**src/rtl/bcd_to_binary_pkg.sv**
```systemverilog
// bcd_to_binary_pkg
// Shared constants for the decimal datapaths: digit width, the largest legal
// BCD digit, and the state encoding of the BCD-to-binary converter.
package bcd_to_binary_pkg;

    localparam int         BCD_DIGIT_W   = 4;
    localparam logic [3:0] BCD_MAX_DIGIT = 4'd9;

    typedef enum logic [1:0] {
        ST_IDLE    = 2'd0,
        ST_CONVERT = 2'd1,
        ST_DONE    = 2'd2
    } bcd_state_e;

endpackage : bcd_to_binary_pkg

```
**src/rtl/bcd_to_binary_if.sv**
```systemverilog
// bcd_to_binary_if
// Start/busy/done handshake and data bus of the BCD-to-binary converter.
//   in_start   : conversion request, only honoured while the converter is idle
//   in_bcd     : packed BCD digits, most significant digit in the top nibble
//   out_busy   : conversion in progress
//   out_done   : one-cycle pulse, results valid from this cycle on
//   out_binary : converted value, held until the next done
//   out_error  : at least one input digit was above 9, held with out_binary
// master drives the request side, slave is the converter.
interface bcd_to_binary_if
    import bcd_to_binary_pkg::*;
#(
    parameter int DIGITS = 4,
    parameter int BIN_W  = 14
);
    logic                          in_start;
    logic [BCD_DIGIT_W*DIGITS-1:0] in_bcd;
    logic                          out_busy;
    logic                          out_done;
    logic [BIN_W-1:0]              out_binary;
    logic                          out_error;

    modport master (
        output in_start,
        output in_bcd,
        input  out_busy,
        input  out_done,
        input  out_binary,
        input  out_error
    );

    modport slave (
        input  in_start,
        input  in_bcd,
        output out_busy,
        output out_done,
        output out_binary,
        output out_error
    );
endinterface : bcd_to_binary_if

```
**src/rtl/bcd_to_binary_digit_mac.sv**
```systemverilog
// bcd_digit_mac
// Combinational decimal multiply-accumulate step: acc_o = acc_i*10 + digit_i,
// truncated to BIN_W bits, plus a flag for a digit outside 0..9.
//   acc_i           : running binary accumulator
//   digit_i         : next BCD digit
//   acc_o           : acc_i*10 + digit_i, low BIN_W bits
//   digit_invalid_o : digit_i > 9
module bcd_digit_mac
    import bcd_to_binary_pkg::*;
#(
    parameter int BIN_W = 14
) (
    input  logic [BIN_W-1:0]       acc_i,
    input  logic [BCD_DIGIT_W-1:0] digit_i,
    output logic [BIN_W-1:0]       acc_o,
    output logic                   digit_invalid_o
);

    // Only the low BIN_W bits of the product are kept, so the sum is formed
    // directly at BIN_W; modular addition gives the same low bits as a wider
    // sum truncated afterwards.
    always_comb begin
        acc_o           = (acc_i << 3) + (acc_i << 1) + BIN_W'(digit_i);
        digit_invalid_o = (digit_i > BCD_MAX_DIGIT);
    end

endmodule : bcd_digit_mac

```
**src/rtl/bcd_to_binary.sv**
```systemverilog
// bcd_to_binary
// Sequential packed-BCD to binary converter, one digit per clock, most
// significant digit first (acc = acc*10 + digit). Fixed latency: the done
// pulse follows DIGITS convert cycles; invalid digits never shorten it.
//   in_clk   : system clock, rising edge
//   in_rst_n : asynchronous active-low reset
//   bus      : slave side of bcd_to_binary_if (start/bcd in, busy/done/
//              binary/error out)
//
//   state      | meaning
//   -----------+-----------------------------------------------------------
//   ST_IDLE    | waiting for in_start; outputs hold the last result
//   ST_CONVERT | folding one digit per cycle into the accumulator
//   ST_DONE    | single cycle, out_done high, results already registered
module bcd_to_binary
    import bcd_to_binary_pkg::*;
#(
    parameter int DIGITS = 4,
    parameter int BIN_W  = 14
) (
    input  logic             in_clk,
    input  logic             in_rst_n,
    bcd_to_binary_if.slave   bus
);

    localparam int SR_W  = BCD_DIGIT_W * DIGITS;
    localparam int CNT_W = (DIGITS > 1) ? $clog2(DIGITS) : 1;

    bcd_state_e              state_q, state_d;
    logic [SR_W-1:0]         sr_q, sr_d;
    logic [BIN_W-1:0]        acc_q, acc_d;
    logic                    err_q, err_d;
    logic [CNT_W-1:0]        cnt_q, cnt_d;
    logic [BIN_W-1:0]        bin_q, bin_d;
    logic                    oerr_q, oerr_d;

    logic [BCD_DIGIT_W-1:0]  top_digit;
    logic [BIN_W-1:0]        mac_acc;
    logic                    mac_invalid;

    assign top_digit = sr_q[SR_W-1 -: BCD_DIGIT_W];

    bcd_digit_mac #(
        .BIN_W (BIN_W)
    ) u_mac (
        .acc_i           (acc_q),
        .digit_i         (top_digit),
        .acc_o           (mac_acc),
        .digit_invalid_o (mac_invalid)
    );

    always_ff @(posedge in_clk or negedge in_rst_n) begin
        if (!in_rst_n) begin
            state_q <= ST_IDLE;
            sr_q    <= '0;
            acc_q   <= '0;
            err_q   <= 1'b0;
            cnt_q   <= '0;
            bin_q   <= '0;
            oerr_q  <= 1'b0;
        end else begin
            state_q <= state_d;
            sr_q    <= sr_d;
            acc_q   <= acc_d;
            err_q   <= err_d;
            cnt_q   <= cnt_d;
            bin_q   <= bin_d;
            oerr_q  <= oerr_d;
        end
    end

    always_comb begin
        state_d = state_q;
        sr_d    = sr_q;
        acc_d   = acc_q;
        err_d   = err_q;
        cnt_d   = cnt_q;
        bin_d   = bin_q;
        oerr_d  = oerr_q;

        case (state_q)
            ST_IDLE: begin
                if (bus.in_start) begin
                    sr_d    = bus.in_bcd;
                    acc_d   = '0;
                    err_d   = 1'b0;
                    cnt_d   = CNT_W'(DIGITS - 1);
                    state_d = ST_CONVERT;
                end
            end
            ST_CONVERT: begin
                acc_d = mac_acc;
                err_d = err_q | mac_invalid;
                sr_d  = sr_q << BCD_DIGIT_W;
                if (cnt_q == '0) begin
                    // Result registers load on the last digit so they are
                    // valid in the same cycle as out_done.
                    state_d = ST_DONE;
                    bin_d   = err_d ? '0 : mac_acc;
                    oerr_d  = err_d;
                end else begin
                    cnt_d = cnt_q - CNT_W'(1);
                end
            end
            ST_DONE: begin
                state_d = ST_IDLE;
            end
            default: begin
                state_d = ST_IDLE;
            end
        endcase
    end

    assign bus.out_busy   = (state_q != ST_IDLE);
    assign bus.out_done   = (state_q == ST_DONE);
    assign bus.out_binary = bin_q;
    assign bus.out_error  = oerr_q;

endmodule : bcd_to_binary

```
**src/flat_wrapper.sv**
```systemverilog
// flat-port wrapper written by rule: the top's interface ports become plain ports
module bcd_to_binary_flat import bcd_to_binary_pkg::*;
#(
    parameter int DIGITS = 4,
    parameter int BIN_W  = 14
)
  (in_clk, in_rst_n, bus_in_start, bus_in_bcd, bus_out_busy, bus_out_done, bus_out_binary, bus_out_error);
  bcd_to_binary_if #(.DIGITS(DIGITS), .BIN_W(BIN_W)) bus_i ();
  input  logic in_clk;
  input  logic in_rst_n;
  input wire logic [$bits(bus_i.in_start)-1:0] bus_in_start;
  input wire logic [$bits(bus_i.in_bcd)-1:0] bus_in_bcd;
  output wire logic [$bits(bus_i.out_busy)-1:0] bus_out_busy;
  output wire logic [$bits(bus_i.out_done)-1:0] bus_out_done;
  output wire logic [$bits(bus_i.out_binary)-1:0] bus_out_binary;
  output wire logic [$bits(bus_i.out_error)-1:0] bus_out_error;
  assign bus_i.in_start = bus_in_start;
  assign bus_i.in_bcd = bus_in_bcd;
  assign bus_out_busy = bus_i.out_busy;
  assign bus_out_done = bus_i.out_done;
  assign bus_out_binary = bus_i.out_binary;
  assign bus_out_error = bus_i.out_error;
  bcd_to_binary #(.DIGITS(DIGITS), .BIN_W(BIN_W)) u_core (.in_clk(in_clk), .in_rst_n(in_rst_n), .bus(bus_i));
endmodule
```
**config.mk**
```make
export PLATFORM = sky130hd
export DESIGN_NAME = bcd_to_binary_flat
export DESIGN_NICKNAME = d
export VERILOG_FILES = /design/src/rtl/bcd_to_binary_pkg.sv /design/src/rtl/bcd_to_binary_if.sv /design/src/rtl/bcd_to_binary_digit_mac.sv /design/src/rtl/bcd_to_binary.sv /design/src/flat_wrapper.sv
export SDC_FILE = /design/constraint.sdc
export NUM_CORES = 1
export LEC_CHECK = 0
export BUFFER_PORTS_ARGS = -buffer_cell sky130_fd_sc_hd__clkbuf_2
export CAP_MARGIN = 20
export CORE_ASPECT_RATIO = 0.7
export CORE_MARGIN = 5
export CORE_UTILIZATION = 28
export DETAILED_ROUTE_END_ITERATION = 10
export GPL_TIMING_DRIVEN = 0
export PLACE_DENSITY = 0.46
export SYNTH_ARGS = -nofsm -noshare
export SYNTH_HDL_FRONTEND = slang
export SYNTH_HIERARCHICAL = 1
export SYNTH_SLANG_ARGS = --single-unit
```
**constraint.sdc**
```tcl
create_clock -name in_clk -period 2.49 [get_ports in_clk]
set_clock_uncertainty 0.1 [all_clocks]
set_input_delay 0.747 -clock in_clk [delete_from_list [all_inputs] [get_ports in_clk]]
set_output_delay 0.747 -clock in_clk [all_outputs]
set_load 0.05 [all_outputs]
```
==> results of run 1 <==
## cell usage in the layout, fill, tap and decap left out, types with 2 or more instances in the layout
master / instances
sky130_fd_sc_hd__a21oi_4: 2
sky130_fd_sc_hd__clkbuf_16: 5
sky130_fd_sc_hd__a21oi_1: 3
sky130_fd_sc_hd__xnor2_2: 3
sky130_fd_sc_hd__buf_4: 11
sky130_fd_sc_hd__o21ai_0: 21
sky130_fd_sc_hd__buf_6: 2
sky130_fd_sc_hd__clkbuf_2: 34
sky130_fd_sc_hd__a31oi_2: 2
sky130_fd_sc_hd__xnor2_1: 3
sky130_fd_sc_hd__nand3_1: 4
sky130_fd_sc_hd__a22o_1: 13
sky130_fd_sc_hd__clkbuf_1: 9
sky130_fd_sc_hd__ha_2: 3
sky130_fd_sc_hd__inv_2: 2
sky130_fd_sc_hd__ha_4: 4
sky130_fd_sc_hd__a311oi_1: 2
sky130_fd_sc_hd__xor2_1: 3
sky130_fd_sc_hd__buf_2: 4
sky130_fd_sc_hd__inv_1: 11
sky130_fd_sc_hd__nor2_1: 11
sky130_fd_sc_hd__o221a_2: 12
sky130_fd_sc_hd__a21oi_2: 2
sky130_fd_sc_hd__dfrtp_1: 49
sky130_fd_sc_hd__nand3b_1: 13
sky130_fd_sc_hd__ha_1: 16
sky130_fd_sc_hd__nor2b_1: 4
sky130_fd_sc_hd__nand3_2: 2
sky130_fd_sc_hd__o21ai_1: 6
sky130_fd_sc_hd__nand2_1: 35
## stage by stage
stage	instance area [sq um]	hold slack, ns
CTS	3359	0.3932
global route	3490	0.4203
floorplan	2704	0.3514
detailed placement	3067	0.3778
global placement	3039	0.3669
finish	3490	0.3851
## worst max-delay path by stage
stage                                     end             from  cells after the start
floorplan                    u_core/acc_q[12]  u_core/acc_q[0]                     10
global placement    u_core/bus.out_binary[12]  u_core/acc_q[0]                     11
detailed placement  u_core/bus.out_binary[11]  u_core/acc_q[0]                     11
CTS                          u_core/acc_q[12]  u_core/acc_q[0]                     10
global route        u_core/bus.out_binary[12]  u_core/acc_q[0]                     11
finish                       u_core/acc_q[12]  u_core/acc_q[0]                     10
## layout make-up
class	instances	area, sq um
fillers	987	6045
multi-input cells	185	1529
flip-flops and latches	49	1226
repair buffers	45	270.3
well taps	128	160.2
clock buffers	7	142.6
plain buffers	15	82.58
inverters	13	48.80
clock inverters	1	30.03
## worst min-delay path, delay by kind of cell, from the launching register on
family,cells,cell delay [ns]
simple gates,1,0.05
flops,1,0.35
compound gates,1,0.06
## layer usage
layer | share of wire, % | wire [um] | up-vias
li1 | - | - | 1046
met1 | 55 | 3754 | 1051
met2 | 43 | 2919 | 22
met3 | 1.8 | 124 | 2
met4 | 0.58 | 40 | 0
met5 | 0 | 0 | -
## what timing repair did
item / in CTS / in global routing
pin swaps: 10 / 2
endpoints found under the hold margin: 0 / 0
endpoints found under the setup margin: 13 / 14
gates resized for setup: 17 / 19
setup buffers: 6 / 3
cloned: 0 / 0
## sequential cells by signal, summed over array words and instances (netlist names)
register	count
u_core/sr_q	16
u_core/state_q	2
u_core/bus.out_error	1
u_core/acc_q	13
u_core/cnt_q	2
u_core/bus.out_binary	14
u_core/err_q	1
==> out/results.md, run 1 <==
| Result | Value | Unit |
|---|---|---|
| Status | finished with violations | - |
| Violated checks | negative setup slack | - |
| Final cell utilization of the core | 36.60 | % |
| Cell count after synthesis | 262 | - |
| Vias in the first global route | 2,120 | - |
| HP Start | u_core/bus.out_binary[11] | - |
| Buffer levels on the longest clock path | 2 | - |
| Reg-to-reg critical path startpoint | u_core/acc_q[0] | - |
| Antenna cells | 0 | - |
| Number of antenna violations at the first check in global routing | 0 | - |
| Setup repair after global routing missed its margin | true | - |
| Worst r2r path cells | 10 | - |
| Violation count after the first detailed-routing iteration | 104 | - |
| Critical Path Fanout Max | 2 | - |
| Worst slew slack as a fraction of its limit | 49.44 | % |
| Clock tree from TritonCTS | yes | - |
| Number of warnings reported in the yosys synthesis log | 6 | - |
| Number of vias per cell | 4.788 | - |
| Most Crowded Layer GR | met1 | - |
| Placeable Area | 0.009534 | sq mm |
| Clock net sink count | 49 | - |
| Die span in x | 127.3 | um |
| Worst slew pin tran | 0.7584 | ns |
| Critical Path Sink Type | register | - |
| Arrival time at the worst endpoint | 2.70 | ns |
| Die H | 92.10 | um |
| Critical-path cell list | inv_2 -> fa_1 -> inv_2 -> fa_2 -> a21o_1 -> nand4_1 -> nand3_2 -> a211oi_2 -> xnor2_2 -> a22o_1 | - |
| Critical Path Start Type | register | - |
| Reg2reg end | u_core/acc_q[12] | - |
| First-pass GRT wire length | 11,120 | um |
| Met1 track demand over resource | 19.20 | % |
| Number of search-and-repair iterations in the first detailed-routing pass | 4 | - |
| Setup slack of the worst register-to-register path | -0.13 | ns |
| Worst hold path class | register to register | - |
| Clock transition time at the flip-flop clock pins of the worst setup and hold paths | 0.07 | ns |
| Layout-stage area growth over the synthesis result | 29.42 | % |
| Clk Tree Root Cell | sky130_fd_sc_hd__clkbuf_16 | - |
| Mapped Avg Cell Area | 10.29 | sq um |
| Min-Delay Endpoint | u_core/bus.out_binary[11] | - |
| Upper clock frequency limit | 381.0 | MHz |
| Total gr overflow | 0 | - |
| Number of endpoints failing setup at the final stage | 4 | - |
| Global-route track usage on met3 | 1.921 | % |
| CP delay by family, top | adder cells | - |
| Site Rows | 30 | - |
| Data required time of the worst path | 2.56 | ns |
| Placement Setup Slack | -0.2771 | ns |
| Slew Viols, Final | 0 | - |
| Non-Filler Instances | 443 | - |
| Slowest CP cell | sky130_fd_sc_hd__fa_1 | - |
| Number of nets in the finished design | 358 | - |
| Level count of the clock H-tree | 2 | - |
| Post-route worst setup slack | -0.1349 | ns |
| Number of primary I/O pins | 36 | - |
| Number of clock buffers inserted by TritonCTS | 5 | - |
| Largest net degree at the start of global routing | 29 | - |
| Netlist area before placement | 0.002696 | sq mm |
| Critical path buffer and inverter count | 2 | - |
| Total Wirelength | 6839 | um |
| Global-route track usage on met2 | 15.81 | % |
| Number of nets produced by synthesis | 306 | - |
| Total negative slack | -0.4372 | ns |
| Number of cells after detailed placement | 426 | - |
| Total global-route track usage | 11.83 | % |
| Total via count in the routed design | 2,121 | - |
| Layout cells sized above 1 | 32.06 | % |
| Wire length per cell | 15.44 | um |
| Clock period minus worst slack | 2.625 | ns |
| Number of input and output port buffers inserted | 35 | - |
| Maximum single-stage delay on the critical path | 0.54 | ns |
| Most Frequent Cell on Critical Path | sky130_fd_sc_hd__inv_2 | - |
| Final weighted congestion in routability-driven placement | 0.7091 | - |
| Final Hold Fails | 0 | - |
| Number of nets still failing antenna checks after routing | 0 | - |
| Clock latency reported for the late side of the worst-skew pair | 0.28 | ns |
| Area of the die | 0.01172 | sq mm |
| Period utilisation layout | 105.4 | % |
| Cell depth of the worst min-delay path | 2 | - |
| Effective utilization at floorplan | 28.28 | % |
| Number of violations of the max-capacitance limit | 0 | - |
| Estimated wirelength of the detail-placed design | 4998 | um |
| Number of buffers inserted by hold repair at cts | 0 | - |
| Type of the worst setup path | register to register | - |
| Total DRC errors in the routed layout | 0 | - |
Power of run 1 is not shown: default switching activity piles up to over one toggle a cycle in this logic, so the estimate is an artifact.
==> run 2, diff against run 1 <==
--- a/config.mk
+++ b/config.mk
@@ -11,8 +11,7 @@
 export CORE_MARGIN = 5
 export CORE_UTILIZATION = 28
 export DETAILED_ROUTE_END_ITERATION = 10
-export GPL_TIMING_DRIVEN = 0
-export PLACE_DENSITY = 0.46
+export PLACE_DENSITY = 0.45
 export SYNTH_ARGS = -nofsm -noshare
 export SYNTH_HDL_FRONTEND = slang
 export SYNTH_HIERARCHICAL = 1
==> constraint.sdc (replaced) <==
create_clock -name in_clk -period 2.7 [get_ports in_clk]
set_clock_uncertainty 0.1 [all_clocks]
set_input_delay 0.81 -clock in_clk [delete_from_list [all_inputs] [get_ports in_clk]]
set_output_delay 0.81 -clock in_clk [all_outputs]
set_load 0.05 [all_outputs]
==> run 2 against run 1 <==
  * The run now ends clean
  * Non-clock buffer count down 9
  * Sequential cell count did not move
  * Via count decreased by 4.8%
  * Critical path depth rose by 1
  * Cell area fell by 7.5%
  * Setup slack gained 0.24 ns
  * Fmax up 1.1%
  * Core utilization down 2.7 points
  * Sequential share of layout area grew 2.8 points
  * Cell count is 2.5% lower
  * Highest routed layer unchanged
==> out/results.md, run 2 (synthesis results as in run 1) <==
| Result | Value | Unit | Change |
|---|---|---|---|
| Status | completed | - |  |
| HP Start | u_core/bus.out_binary[1] | - |  |
| Clock period minus worst slack | 2.597 | ns | -0.02741 ns |
| Total DRC errors in the routed layout | 0 | - | unchanged |
| Clk Tree Root Cell | sky130_fd_sc_hd__clkbuf_16 | - |  |
| Clock tree from TritonCTS | yes | - |  |
| Largest register FFs | 16 | - | unchanged |
| Critical Path Sink Type | register | - |  |
| Total via count in the routed design | 2,019 | - | -4.8% |
| Worst slew slack as a fraction of its limit | 44.88 | % | -4.6 points |
| Routed length on met2 | 2470 | um | -15% |
| Layout cells sized above 1 | 27.30 | % | -4.8 points |
| Clock latency reported for the late side of the worst-skew pair | 0.29 | ns | about the same |
| Worst slew pin tran | 0.8268 | ns | +0.06846 ns |
| Antenna cells | 0 | - | unchanged |
| Fill count | 996 | - | +0.91% |
| Total global-route track usage | 11.48 | % | -0.36 points |
| Type of the worst setup path | register to register | - |  |
| Area of the die | 0.01172 | sq mm | unchanged |
| Buffer levels on the longest clock path | 2 | - | unchanged |
| Slew Viols, Final | 0 | - | unchanged |
| Number of vias per cell | 4.674 | - | -2.4% |
| Clock net sink count | 49 | - | unchanged |
| Reg with most FFs | u_core/sr_q | - |  |
| Period utilisation layout | 96.20 | % | -9.2 points |
| Number of buffers inserted by hold repair at cts | 0 | - | unchanged |
| Die H | 92.10 | um | unchanged |
| Number of violations of the max-capacitance limit | 0 | - | unchanged |
| Non-Filler Instances | 432 | - | -2.5% |
| Total Wirelength | 6484 | um | -5.2% |
| Placeable Area | 0.009534 | sq mm | unchanged |
| Post-Route M1 WL | 3722 | um | -0.85% |
| Critical Path Start Type | register | - |  |
| Estimated wirelength of the detail-placed design | 4677 | um | -6.4% |
| Critical Path Fanout Max | 2 | - | unchanged |
| Total length of routed met3 wires | 212 | um | +71% |
| Reg-to-reg critical path startpoint | u_core/acc_q[2] | - |  |
| Reg2reg end | u_core/bus.out_binary[12] | - |  |
| Data required time of the worst path | 2.81 | ns | +0.25 ns |
| Number of antenna violations at the first check in global routing | 0 | - | unchanged |
| Effective utilization at floorplan | 28.28 | % | unchanged |
| Clock transition time at the flip-flop clock pins of the worst setup and hold paths | 0.06 | ns | about the same |
| Vias in the first global route | 1,987 | - | -6.3% |
| Die span in x | 127.3 | um | unchanged |
| Largest net degree at the start of global routing | 50 | - | +72% |
| Setup repair after global routing missed its margin | true | - |  |
| Site Rows | 30 | - | unchanged |
| Setup slack of the worst register-to-register path | 0.10 | ns | +0.24 ns |
| Number of nets still failing antenna checks after routing | 0 | - | unchanged |
| Uppermost layer routed | met4 | - |  |
| Number of search-and-repair iterations in the first detailed-routing pass | 4 | - | unchanged |
| Wire length per cell | 15.01 | um | -2.8% |
| Number of cells after detailed placement | 423 | - | -0.70% |
| Critical path buffer and inverter count | 2 | - | unchanged |
| Level count of the clock H-tree | 2 | - | unchanged |
| Layout-stage area growth over the synthesis result | 19.72 | % |  |
| Total gr overflow | 0 | - | unchanged |
| Violation count after the first detailed-routing iteration | 68 | - | -35% |
| Final weighted congestion in routability-driven placement | 0.7885 | - | +11% |
| Worst hold path class | register to register | - |  |
| Number of primary I/O pins | 36 | - | unchanged |
| Multi-input gate area in the final layout | 0.001368 | sq mm | -11% |
| Slowest CP cell | sky130_fd_sc_hd__fa_1 | - |  |
| CP delay by family, top | adder cells | - |  |
| Maximum single-stage delay on the critical path | 0.54 | ns | about the same |
| Final Hold Fails | 0 | - | unchanged |
| Most Frequent Cell on Critical Path | sky130_fd_sc_hd__inv_2 | - |  |
| Number of nets in the finished design | 349 | - | -2.5% |
| Min-Delay Endpoint | u_core/bus.out_binary[1] | - |  |
| Arrival time at the worst endpoint | 2.71 | ns | about the same |
| Critical-path cell list | inv_2 -> fa_1 -> inv_2 -> fa_2 -> a21o_1 -> nand4_1 -> nand3_2 -> a211oi_2 -> xnor2_1 -> nand2_1 -> o21ai_1 | - |  |
| Number of endpoints failing setup at the final stage | 0 | - | -4 |
| Most frequent standard cell in the layout excluding fill and tap cells | sky130_fd_sc_hd__dfrtp_1 | - |  |
| Number of clock buffers inserted by TritonCTS | 5 | - | unchanged |
| Top library cells by usage in the layout, fill and taps aside | sky130_fd_sc_hd__dfrtp_1 (49), sky130_fd_sc_hd__clkbuf_2 (35), sky130_fd_sc_hd__nand2_1 (35) | - |  |
| Cell depth of the worst min-delay path | 2 | - | unchanged |
| Number of input and output port buffers inserted | 35 | - | unchanged |
| Worst r2r path cells | 11 | - | +1 |
| Sequential cell area | 0.001226 | sq mm | unchanged |
| First-pass GRT wire length | 10,740 | um | -3.4% |
| Upper clock frequency limit | 385.0 | MHz | +1.1% |
-- run 2: cell types whose count changed in the layout (fill, tap and decap cells not counted), moves of 3 or more --
cell,before,now
sky130_fd_sc_hd__clkbuf_1,9,0
sky130_fd_sc_hd__ha_1,16,23
sky130_fd_sc_hd__buf_4,11,16
sky130_fd_sc_hd__buf_2,4,0
sky130_fd_sc_hd__ha_4,4,0
sky130_fd_sc_hd__ha_2,3,0
sky130_fd_sc_hd__o21ai_0,21,24
sky130_fd_sc_hd__xnor2_1,3,6
sky130_fd_sc_hd__xnor2_2,3,0
-- run 2: layout make-up --
class	instances	share of cell area, %
multi-input combinational	185	42.36
sequential	49	37.98
timing repair buffer	51	9.147
tap	128	4.961
clock buffer	5	3.876
inverter	13	1.512
clock inverter	1	0.1550
-- run 2: worst max-delay path by stage --
| stage | from | to | slack (ns) | cells past startpoint |
|---|---|---|---|---|
| after floorplan | u_core/acc_q[0] | u_core/acc_q[12] | 0.15 | 10 |
| after global placement | u_core/acc_q[0] | u_core/bus.out_binary[12] | 0.05 | 11 |
| after detailed placement | u_core/acc_q[0] | u_core/bus.out_binary[12] | 0.04 | 11 |
| after CTS | u_core/acc_q[0] | u_core/bus.out_binary[12] | 0.03 | 11 |
| after global routing | u_core/acc_q[2] | u_core/bus.out_binary[12] | -0.02 | 11 |
| final | u_core/acc_q[2] | u_core/bus.out_binary[12] | 0.10 | 11 |
-- run 2: what timing repair did --
item | 4_1_cts | 5_1_grt
hold endpoints to repair | 0 | 0
gates resized for setup | 1 | 11
gates cloned | 0 | 0
setup buffers | 0 | 3
pin swaps | 0 | 14
endpoints found under the setup margin | 1 | 8
-- run 2: worst reg2reg max path, delay by kind of cell, from the launching register on --
kind,cells,cell delay (ns)
adders and majority gates,2,0.90
AOI/OAI and AO/OA,3,0.61
DFF,1,0.36
and+or+nand+nor,3,0.27
xor gates and xnor gates,1,0.17
buffers and inverters,2,0.10
-- run 2: metal layers --
| metal | up-vias | track usage (%) |
|---|---|---|
| met4 | 0 | 2.946 |
| met2 | 24 | 14.40 |
| met1 | 962 | 18.74 |
| li1 | 1025 | - |
| met5 | - | 0 |
| met3 | 8 | 2.852 |
-- run 2: metrics by stage --
stage	util (%)	setup slack, ns	setup TNS (ns)	hold WS (ns)	instance area (sq um)
floorplan	-	0.1520	0	0.3698	2696
global placement	31.98	0.04992	0	0.3674	3049
detailed placement	31.98	0.03995	0	0.3724	3049
CTS	33.40	0.03176	0	0.3870	3184
global route	33.86	-0.02354	-0.02813	0.4115	3228
finish	33.86	0.1025	0	0.3909	3228
Power of run 2 is left out for the same reason.
==> run 3, diff against run 2 <==
--- a/config.mk
+++ b/config.mk
@@ -14,5 +14,4 @@
 export PLACE_DENSITY = 0.45
 export SYNTH_ARGS = -nofsm -noshare
 export SYNTH_HDL_FRONTEND = slang
-export SYNTH_HIERARCHICAL = 1
 export SYNTH_SLANG_ARGS = --single-unit
==> run 3 against run 2 <==
  * Non-clock buffer count down 4
  * Global-route usage grew 0.18 points
  * Cell area increased by 1.2%
  * Register-to-register slack worse by 0.03 ns
  * Critical path depth fell by 2
  * First-iteration DRC count grew 51%
  * Fmax decreased by 1.3%
  * Highest routed layer unchanged
==> out/results.md, run 3 <==
| Result | Value | Unit | Change |
|---|---|---|---|
| Status | completed | - |  |
| Number of clock buffers inserted by TritonCTS | 5 | - | unchanged |
| Upper clock frequency limit | 380.0 | MHz | -1.3% |
| Synth top area cells | sky130_fd_sc_hd__dfrtp_1 (46%), sky130_fd_sc_hd__ha_1 (11%), sky130_fd_sc_hd__mux2i_1 (4.5%) | - |  |
| Wire length per cell | 14.76 | um | -1.6% |
| Clock period minus worst slack | 2.631 | ns | +0.03380 ns |
| Number of primary I/O pins | 36 | - | unchanged |
| Total Wirelength | 6407 | um | -1.2% |
| Antenna cells | 0 | - | unchanged |
| Total leakage power | 1.691 | nW |  |
| Fill count | 974 | - | -2.2% |
| Number of nets still failing antenna checks after routing | 0 | - | unchanged |
| Layout-stage area growth over the synthesis result | 21.90 | % |  |
| Site Rows | 29 | - | -3.3% |
| Worst slew pin tran | 0.8487 | ns | +0.02182 ns |
| Switching power | 2.168 | mW |  |
| Largest net degree at the start of global routing | 50 | - | unchanged |
| Clock latency reported for the late side of the worst-skew pair | 0.29 | ns | about the same |
| Number of vias per cell | 4.774 | - | +2.2% |
| Buffer levels on the longest clock path | 2 | - | unchanged |
| Largest register FFs | 16 | - | unchanged |
| Number of search-and-repair iterations in the first detailed-routing pass | 4 | - | unchanged |
| Final Hold Fails | 0 | - | unchanged |
| Area share of fa/ha/maj cells after synthesis | 12.23 | % |  |
| PD cells | 1425 | mW/mm^2 |  |
| Clk Tree Root Cell | sky130_fd_sc_hd__clkbuf_16 | - |  |
| Clock power frac | 14.0 | % |  |
| Sw Share | 46.59 | % |  |
| Total gr overflow | 0 | - | unchanged |
| Cell type with the largest total area after synthesis | sky130_fd_sc_hd__dfrtp_1 | - |  |
| Combinational family with the most area after synthesis | compound AO/OA/AOI/OAI gates | - |  |
| Multiplexer share of the synthesized area | 4.482 | % |  |
| Worst slew slack as a fraction of its limit | 43.17 | % | -1.7 points |
| Non-Filler Instances | 434 | - | +0.46% |
| Number of warnings reported in the yosys synthesis log | 0 | - | -6 |
| Simple-Gate Fraction of Synth Area | 14.15 | % |  |
| Estimated wirelength of the detail-placed design | 4618 | um | -1.3% |
| Number of cells after detailed placement | 422 | - | -0.24% |
| Worst hold path class | register to register | - |  |
| Most common cell in the netlist | sky130_fd_sc_hd__dfrtp_1 | - |  |
| Yosys top cell area share | 45.75 | % |  |
| Clock net sink count | 49 | - | unchanged |
| Number of violations of the max-capacitance limit | 0 | - | unchanged |
| Setup repair after global routing missed its margin | true | - |  |
| Number of distinct library cells after synthesis | 36 | - |  |
| Mapped Avg Cell Area | 10.08 | sq um | -2.1% |
| Data required time of the worst path | 2.78 | ns | -0.03 ns |
| Cell count after synthesis | 266 | - | +1.5% |
| Number of nets in the finished design | 353 | - | +1.1% |
| Die H | 91.86 | um | -0.27% |
| Post-synthesis sequential area ratio | 45.75 | % |  |
| Number of antenna violations at the first check in global routing | 0 | - | unchanged |
| Portion of total power attributed to sequential cells | 27.2 | % |  |
| Total DRC errors in the routed layout | 0 | - | unchanged |
| Placed cell areas | 0.003040 | sq mm | -0.29% |
| Reg with most FFs | u_core.sr_q | - |  |
| Ys async rst share | 100.0 | % |  |
| Final weighted congestion in routability-driven placement | 0.7955 | - | +0.89% |
| Total via count in the routed design | 2,072 | - | +2.6% |
| Slew Viols, Final | 0 | - | unchanged |
| Post-synthesis compound-gate area fraction | 17.32 | % |  |
| First-pass GRT wire length | 10,900 | um | +1.5% |
| Area of the die | 0.01166 | sq mm | -0.54% |
| Violation count after the first detailed-routing iteration | 103 | - | +51% |
| Clock tree from TritonCTS | yes | - |  |
| #FFs+latches synth | 49 | - |  |
| Clock transition time at the flip-flop clock pins of the worst setup and hold paths | 0.07 | ns | about the same |
| Number of buffers inserted by hold repair at cts | 0 | - | unchanged |
| Final cell utilization of the core | 35.45 | % | +1.6 points |
| Maximum VDD drop | 0.5254 | mV |  |
| Type of the worst setup path | register to register | - |  |
| Critical Path Sink Type | register | - |  |
| Cell internal power dissipation | 2.486 | mW |  |
| Total global-route track usage | 11.66 | % | +0.18 points |
| Number of input and output port buffers inserted | 35 | - | unchanged |
| Most used flip-flop cell after synthesis | sky130_fd_sc_hd__dfrtp_1 | - |  |
| Xor-xnor portion of the synthesized cell area | 2.288 | % |  |
| Arrival time at the worst endpoint | 2.71 | ns | about the same |
| Vias in the first global route | 2,041 | - | +2.7% |
| Critical Path Fanout Max | 4 | - | +2 |
| Die span in x | 126.9 | um | -0.28% |
| Total power | 4.654 | mW |  |
| Combinational fraction of design power | 58.7 | % |  |
| Number of nets produced by synthesis | 310 | - | +1.3% |
| Period utilisation layout | 97.45 | % | +1.3 points |
| Number of flops mapped to enable cells by yosys | 0 | - |  |
| Most frequent standard cell in the layout excluding fill and tap cells | sky130_fd_sc_hd__dfrtp_1 | - |  |
| Netlist area before placement | 0.002680 | sq mm | -0.60% |
| Level count of the clock H-tree | 2 | - | unchanged |
| Number of endpoints failing setup at the final stage | 0 | - | unchanged |
| Critical Path Start Type | register | - |  |
| Placeable Area | 0.009216 | sq mm | -3.3% |
| Effective utilization at floorplan | 29.08 | % | +0.80 points |
| Top library cells by usage in the layout, fill and taps aside | sky130_fd_sc_hd__dfrtp_1 (49), sky130_fd_sc_hd__clkbuf_2 (35), sky130_fd_sc_hd__nand2_1 (31) | - |  |
| Layout cells sized above 1 | 22.26 | % | -5.0 points |
| Most instantiated cells after synthesis | sky130_fd_sc_hd__dfrtp_1 (49), sky130_fd_sc_hd__nand2_1 (31), sky130_fd_sc_hd__ha_1 (23) | - |  |
| Cell area after layout | 0.003267 | sq mm | +1.2% |
run 3: cell count changes in the layout (fill, tap and decap cells not counted), sizes merged, moves of 5 or more:
cell    previous run  this run
nand3              6        15
a22o              13         8
mux2i              1        12
a21oi              7        12
o21ai             28        21
a21o               1         7
and3               0         6
nand3b            13         1
o221a             12         0
run 3: metal layers:
metal | vias up | global-route usage, % | routed length, um
met5 | - | 0 | 0
li1 | 1037 | - | -
met1 | 995 | 18.01 | 3547
met3 | 2 | 3.194 | 237
met2 | 38 | 16.20 | 2602
met4 | 0 | 2.143 | 19
run 3: power groups by stage:
stage / logic [mW] / registers, mW / clock network (mW)
3_3_place_gp: 2.63 / 1.28 / 0
5_1_grt: 3.07 / 1.30 / 0.711
2_1_floorplan: 1.67 / 1.53 / 0
4_1_cts: 2.64 / 1.27 / 0.685
6_report: 2.73 / 1.27 / 0.654
3_5_place_dp: 2.63 / 1.28 / 0
run 3: kinds of logic after synthesis:
| family | Yosys count |
|---|---|
| adders and majority gates | 25 |
| buffers and inverters | 26 |
| muxes | 12 |
| and+or+nand+nor | 80 |
| DFF | 49 |
| xor gates and xnor gates | 7 |
| AOI/OAI and AO/OA | 67 |
run 3: worst paths after layout:
| path | from | slack [ns] | to | cells past startpoint |
|---|---|---|---|---|
| max | u_core.sr_q[15] | 0.07 | u_core.bus.out_binary[9] | 9 |
| min | u_core.cnt_q[0] | 0.37 | u_core.cnt_q[0] | 1 |
| max reg2reg | u_core.sr_q[15] | 0.07 | u_core.bus.out_binary[9] | 9 |
| min reg2reg | u_core.cnt_q[0] | 0.37 | u_core.cnt_q[0] | 1 |
| max in group asynchronous | in_rst_n | 1.54 | u_core.acc_q[6] | 2 |
| min in group asynchronous | in_rst_n | 0.51 | u_core.bus.out_binary[7] | 2 |
run 3: per-stage QoR:
stage	setup WS (ns)	TNS, ns	hold slack (ns)
2_1_floorplan	0.2018	0	0.3396
3_5_place_dp	0.04162	0	0.3583
3_3_place_gp	0.07686	0	0.3563
4_1_cts	0.02248	0	0.3687
5_1_grt	-0.06666	-0.2346	0.3881
6_report	0.06874	0	0.3650
run 3: final cells by class:
cell class | count | area, sq um | area share [%]
multi-input cells | 191 | 1396 | 42.74
clock inverters | 2 | 16.27 | 0.4979
well taps | 124 | 155.1 | 4.749
inverters | 15 | 56.30 | 1.723
clock buffers | 6 | 138.9 | 4.251
flip-flops and latches | 49 | 1226 | 37.53
repair buffers | 47 | 277.8 | 8.502
run 3: worst max-delay path: stages (launching register included):
cell and delay (ns):
sky130_fd_sc_hd__dfrtp_1 0.39, sky130_fd_sc_hd__inv_2 0.05, sky130_fd_sc_hd__fa_1 0.59, sky130_fd_sc_hd__inv_1 0.06, sky130_fd_sc_hd__ha_1 0.27, sky130_fd_sc_hd__a21o_1 0.17
sky130_fd_sc_hd__nand4_1 0.20, sky130_fd_sc_hd__a21oi_2 0.09, sky130_fd_sc_hd__or3_4 0.39, sky130_fd_sc_hd__a32o_1 0.23
run 3: repair_timing:
action                     4_1_cts  5_1_grt
setup endpoints to repair        0        7
buffers inserted                 0        4
gates resized for setup          0        9
No activity file was read; power rests on OpenSTA's default activity.
